File: src/rtl/push_button_debouncer.sv
// Push-button debouncer: two-flop synchronizer feeding a stability-check FSM that
// produces a clean level for the one-pulser plus registered press/release strobes.
module push_button_debouncer #(
  parameter  int unsigned DEBOUNCE_CYCLES = 16,
  localparam int unsigned CNT_W           = $clog2(DEBOUNCE_CYCLES)
) (
  input  logic clk,
  input  logic rst,
  input  logic pbRaw,
  output logic pbOut,
  output logic pressPulse,
  output logic releasePulse
);

  localparam logic [1:0] IDLE        = 2'd0;
  localparam logic [1:0] PRESS_CHK   = 2'd1;
  localparam logic [1:0] HELD        = 2'd2;
  localparam logic [1:0] RELEASE_CHK = 2'd3;

  localparam logic [CNT_W-1:0] CNT_MAX = CNT_W'(DEBOUNCE_CYCLES - 1);

  logic             s1_d, s1_q;
  logic             s2_d, s2_q;
  logic [1:0]       state_d, state_q;
  logic [CNT_W-1:0] cnt_d, cnt_q;
  logic             pb_out_d, pb_out_q;
  logic             press_d, press_q;
  logic             release_d, release_q;
  logic             pb_sync;

  assign pb_sync = s2_q;

  always_comb begin
    // NOTE: every signal gets a default before the case so no path leaves it unassigned (no latches).
    s1_d      = pbRaw;
    s2_d      = s1_q;
    state_d   = state_q;
    cnt_d     = cnt_q;
    press_d   = 1'b0;
    release_d = 1'b0;

    unique case (state_q)
      IDLE: begin
        if (pb_sync) begin
          state_d = PRESS_CHK;
          cnt_d   = '0;
        end
      end
      PRESS_CHK: begin
        if (!pb_sync) begin
          state_d = IDLE;
          cnt_d   = '0;
        end else if (cnt_q == CNT_MAX) begin
          state_d = HELD;
          cnt_d   = '0;
          press_d = 1'b1;
        end else begin
          cnt_d = cnt_q + CNT_W'(1);
        end
      end
      HELD: begin
        if (!pb_sync) begin
          state_d = RELEASE_CHK;
          cnt_d   = '0;
        end
      end
      RELEASE_CHK: begin
        if (pb_sync) begin
          state_d = HELD;
          cnt_d   = '0;
        end else if (cnt_q == CNT_MAX) begin
          state_d   = IDLE;
          cnt_d     = '0;
          release_d = 1'b1;
        end else begin
          cnt_d = cnt_q + CNT_W'(1);
        end
      end
      default: begin
        state_d = IDLE;
        cnt_d   = '0;
      end
    endcase

    // Level follows the accepted state, so bounce inside the check states never reaches it.
    pb_out_d = (state_d == HELD) || (state_d == RELEASE_CHK);
  end

  // NOTE: state is updated with non-blocking assignments so all flops sample the same pre-edge values.
  always_ff @(posedge clk or negedge rst) begin
    if (!rst) begin
      s1_q      <= 1'b0;
      s2_q      <= 1'b0;
      state_q   <= IDLE;
      cnt_q     <= '0;
      pb_out_q  <= 1'b0;
      press_q   <= 1'b0;
      release_q <= 1'b0;
    end else begin
      s1_q      <= s1_d;
      s2_q      <= s2_d;
      state_q   <= state_d;
      cnt_q     <= cnt_d;
      pb_out_q  <= pb_out_d;
      press_q   <= press_d;
      release_q <= release_d;
    end
  end

  assign pbOut        = pb_out_q;
  assign pressPulse   = press_q;
  assign releasePulse = release_q;

endmodule

File: config.mk
export PLATFORM = sky130hd
export DESIGN_NAME = push_button_debouncer
export DESIGN_NICKNAME = d
export VERILOG_FILES = /design/src/rtl/push_button_debouncer.sv
export SDC_FILE = /design/constraint.sdc
export NUM_CORES = 1
export LEC_CHECK = 0
export CORE_AREA = 3 3 40 42
export CTS_BUF_LIST = sky130_fd_sc_hd__clkbuf_8
export CTS_CLUSTER_SIZE = 10
export DETAILED_ROUTE_END_ITERATION = 10
export DIE_AREA = 0 0 43 45
export GPL_TIMING_DRIVEN = 0
export MAX_ROUTING_LAYER = met4
export PLACE_DENSITY_LB_ADDON = 0.12
export SKIP_LAST_GASP = 1
export SYNTH_ARGS = -nofsm -noshare
export SYNTH_HDL_FRONTEND = slang
export SYNTH_SLANG_ARGS = --single-unit
File: constraint.sdc
create_clock -name clk -period 2.88 [get_ports clk]
set_input_delay 0.288 -clock clk [delete_from_list [all_inputs] [get_ports clk]]
set_output_delay 0.288 -clock clk [all_outputs]
set_load 0.005 [all_outputs]
# --- Yosys cells after proc, flatten, opt, wreduce, memory -nomap -nowiden ---
# Index checks and enable logic that the tools add are counted.
word_totals:
  register_bits: 11
op_classes:
  add_sub_neg: 1
  n_eq_ne: 8
  mux: 18
  n_reduce_logical: 3
op_table:
  columns: ["operator", "n"]
  rows:
  - ["2-to-1 mux 4 bit", 5]
  - ["case mux 4 bit (4 select lines)", 1]
  - ["2-to-1 mux 2 bit", 6]
  - ["equality test 2 bit, second input constant", 4]
  - ["case mux 2 bit (4 select lines)", 1]
  - ["2-to-1 mux 1 bit", 5]
  - ["adder 4 x 1 -> 4 bit, second input constant", 1]
  - ["equality test 4 bit, second input constant", 1]
  - ["inequality test 2 bit, second input constant", 2]
  - ["equality test 2 x 1 -> 1 bit, second input constant", 1]
  - ["zero test 2 bit", 1]
  - ["AND reduction 2 bit", 1]
  - ["logical OR 1 bit", 1]

# --- Depth between registers and ports, before layout ---
logic_depth:
  depth_word: 6
  ltp_mapped: 4
  ltp_nobuf: 4

# --- Worst setup path after synthesis ---
# Ideal clock, no wire load.
synth_path:
  path_kind: "register to register"
  start: "reg cnt_q[0]"
  end: "reg pb_out_q (netlist: pbOut)"
  t_arrival_ns: 1.220
  required_time_ns: 2.752
  path_slack_ns: 1.532
  stages_incl_launch_ff: 5
  n_path_buf: 0
  synth_period_minus_slack_ns: 1.348
  cell_sequence: "dfrtp_1 -> ha_1 -> and3_1 -> nand2_1 -> mux2_1"
synth_via:
  elab_chain_len: 6
  elab_cells_between_ends: 9
  cone_classes: "3 x eq/ne; 5 x mux; 1 x reduce/logical"
synth_rtl:
  columns: ["item", "line", "text"]
  rows:
  - ["start: declaration", "25", "logic [CNT_W-1:0] cnt_d, cnt_q;"]
  - ["start signal: assignment", "103", "cnt_q <= cnt_d;"]
  - ["equality test 4 bit *", "53, 71", null]
  - ["2-to-1 mux 2 bit (on tied branches)", "71, 53", null]
  - ["2-to-1 mux 2 bit (on tied branches)", "68, 50", null]
  - ["case mux 2 bit (4 select lines) *", "42", "unique case (state_q)"]
  - ["equality test 2 bit", "86", "pb_out_d = (state_d == HELD) || (state_d == RELEASE_CHK);"]
  - ["logical OR 1 bit *", "86", null]
  - ["named net pb_out_d", "26", "logic pb_out_d, pb_out_q;"]
  - ["end signal: assignment", "104", "pb_out_q <= pb_out_d;"]
  - ["end: declaration", "26", null]
# Mark *: on every way through the listed nets, which the timed path passes. The rest lies on a longest branch.
# A chain may end at the register's enable or synchronous reset.

# --- Worst setup path in the final report ---
layout_path:
  start: "reg pb_out_q (netlist: pbOut)"
  end: "out pbOut"
layout_lines:
  columns: ["item", "line", "text"]
  rows:
  - ["end: declaration", "10", "output logic pbOut,"]
# No word-level cell between the ends.

==> impl_metrics.py <==
metrics = {
    "outcome": {
        "status": "finished clean",
    },
    "setup_path": {
        "critPathBufInv": 1,
        "critPathSlowestCell": "clkdlybuf4s50_1",
        "r2r_setup_slack_ps": 1430,
        "endpoint_kind": "output port",
        "worstPathRequired_ps": 2590,
        "start_kind": "flip-flop",
        "path_class": "reg2out",
        "crit_chain": "clkdlybuf4s50_1",
        "cpPeakStageDelay_ps": 550,
        "crit_family": "buffers and inverters",
        "cp_max_fo": 6,
        "arrival_ps": 1220,
    },
    "pwr": {
        "p_leak_nw": 0.244,
        "finalPower_mw": 0.309,
        "p_comb_frac": 0.059,
        "internal_power_mw": 0.245,
        "p_per_area_mw_per_mm2": 566,
        "clockPowerShare": 0.455,
        "p_sw_frac": 0.206,
        "switchingPower_mw": 0.0635,
        "vdd_drop_max_uv": 267,
        "seqPwrFrac": 0.486,
    },
    "timing": {
        "finalSetupTns_ps": 0,
        "skew_ps": 3.78,
        "tightest_slew_ps": 439,
        "final_hold_viol_count": 0,
        "slew_headroom": 0.706,
        "fmax_mhz": 665,
        "hold_ws_ps": 349,
        "drv_slew": 0,
        "grt_setup_unrepaired": "no",
        "fin_crit_sh": 0.522,
        "finalSetupViolations": 0,
        "layout_min_cycle_time_ps": 1500,
        "setup_ws_ps": 1380,
    },
    "global_route": {
        "antenna_found_initial": 0,
        "grt_first_pass_wirelength_mm": 1.37,
        "first_global_vias": 320,
        "overflow": 0,
        "grt_max_degree": 11,
        "grt_usage": 0.103,
    },
    "yosys": {
        "synth_warnings": 0,
        "synth-seq-cells": 10,
        "ys_types": 21,
        "synth_nets": 41,
        "synth.top_cell.area_share": 0.575,
        "seq_area_frac_synth": 0.575,
        "synth.largest_area_cell": "dfrtp_1",
        "synth_area_sq_um": 435,
        "syn_avg_cell_area_sq_um": 11.8,
        "synth_cells": 37,
        "yosys-top-cells-area": "dfrtp_1, nand3_1, nor3b_1",
    },
    "cells_and_area": {
        "drive_gt1_frac": 0.111,
        "nNetsFinal": 51,
        "final_common_cell": "dfrtp_1",
        "most-common-layout-cells": "dfrtp_1, clkdlybuf4s50_1, nand3_1, clkbuf_8",
        "finish.utilization": 0.425,
        "multi_input_area_sq_um": 166,
        "antenna-diode-count": 0,
        "n_fill_cell": 128,
        "regArea_sq_um": 250,
        "syn_to_final_growth_pct": 25.3,
    },
    "clock_tree": {
        "post_cts_buffers": 0,
        "cts_resized": 0,
        "clk-insertion-delay-late_ps": 230,
        "cts_root_buf": "clkbuf_8",
        "ctsHoldBuffers": 0,
        "clk_pin_slew_ps": 40,
        "cts_tree": "built",
        "cts_buffer_depth": 2,
        "cts_num_sinks": 10,
        "numCtsBuffers": 3,
        "htree_num_levels": 1,
    },
    "floorplan": {
        "die_h_um": 45,
        "core_area_sq_mm": 0.00128,
        "num_io_pins": 6,
        "dieArea_sq_mm": 0.00194,
        "die_x_um": 43,
        "std_cell_rows": 13,
        "start_util": 0.339,
    },
    "routing": {
        "route.vias.total": 311,
        "dr.pass1.iters": 2,
        "drc": 0,
        "vias_per_cell": 5.18,
        "drt_iter0_drc": 2,
        "wirelength_um": 798,
        "ant_nets": 0,
        "wl_per_cell_um": 13.3,
    },
    "placement": {
        "place_ws_ps": 1450,
        "dpl.hpwl_um": 599,
        "portBuffers": 5,
        "place.gp.congestion": 0.718,
    },
    "min_path": {
        "min_path_type": "reg2reg",
    },
    "run": {
        "cap_violations": 0,
    },
}
-- worst register-to-register path, cell delays in order, from the launching register on --
cell     delay, ps
dfrtp_1        410
ha_1           250
and3_1         220
nand2_1        120
mux2_1         320
-- stage by stage --
step | cells | area (sq um)
after floorplan | 37 | 435
after global placement | 57 | 504
after detailed placement | 57 | 504
after CTS | 60 | 546
after global routing | 60 | 546
final | 60 | 546
-- cell usage after synthesis (all sizes together) --
master and instances:
o311ai 1, nand3 4, o2111ai 1, or4 1, xor2 1, o21ai 1, xnor2 1, and3 1
a21oi 2, inv 2, nand2 2, and4b 1, buf 1, nand4 1, nor3 1, mux2 2
dfrtp 10, nor2 1, ha 1, nor3b 2
-- final timing paths --
check / end / start / cells past startpoint
hold / removal: pb_sync / s1_q / 0
min in group asynchronous: state_q[0] / rst / 1
setup / recovery: pbOut / pbOut / 1
setup reg to reg: pbOut / cnt_q[0] / 4
max in group asynchronous: s1_q / rst / 1
hold reg to reg: pb_sync / s1_q / 0
-- layer usage --
metal / vias to the layer above / global-route usage / part of all wire
met1: 153 / 0.108 / 0.44
met4: 0 / 0.0723 / 0.023
li1: 151 / - / -
met5: - / - / 0
met3: 2 / 0.0359 / 0.029
met2: 5 / 0.165 / 0.50
-- area by class of cell --
| cell class | instances | area share |
|---|---|---|
| Multi-Input combinational cell | 24 | 0.305 |
| Sequential cell | 10 | 0.459 |
| Clock buffer | 3 | 0.0757 |
| Timing Repair Buffer | 5 | 0.0917 |
| Inverter | 2 | 0.0138 |
| Tap cell | 15 | 0.0344 |
| Buffer | 1 | 0.0206 |
-- sequential cells by signal, summed over array words and instances (netlist names) --
name	cells
pb_sync	1
pbOut	1
pressPulse	1
s1_q	1
releasePulse	1
cnt_q	4
state_q	1
-- power by group through the flow --
stage	clock network, mW	logic [mW]	registers (mW)
after floorplan	0	0.0110	0.151
after global placement	0	0.0180	0.152
after detailed placement	0	0.0186	0.152
after CTS	0.143	0.0187	0.150
after global routing	0.150	0.0208	0.150
final	0.140	0.0182	0.150
-- kinds of logic (layout without fill, tap and decap cells) --
family | count (synthesis) | count (layout) | synth area share
flops | 10 | 10 | 0.575
mux | 2 | 2 | 0.0517
fa+ha+maj | 1 | 1 | 0.0287
buf+inv | 3 | 11 | 0.0431
xor+xnor | 2 | 2 | 0.0402
compound gates | 5 | 5 | 0.0747
simple gates | 14 | 14 | 0.187
Power figures use the tool's default switching activity.
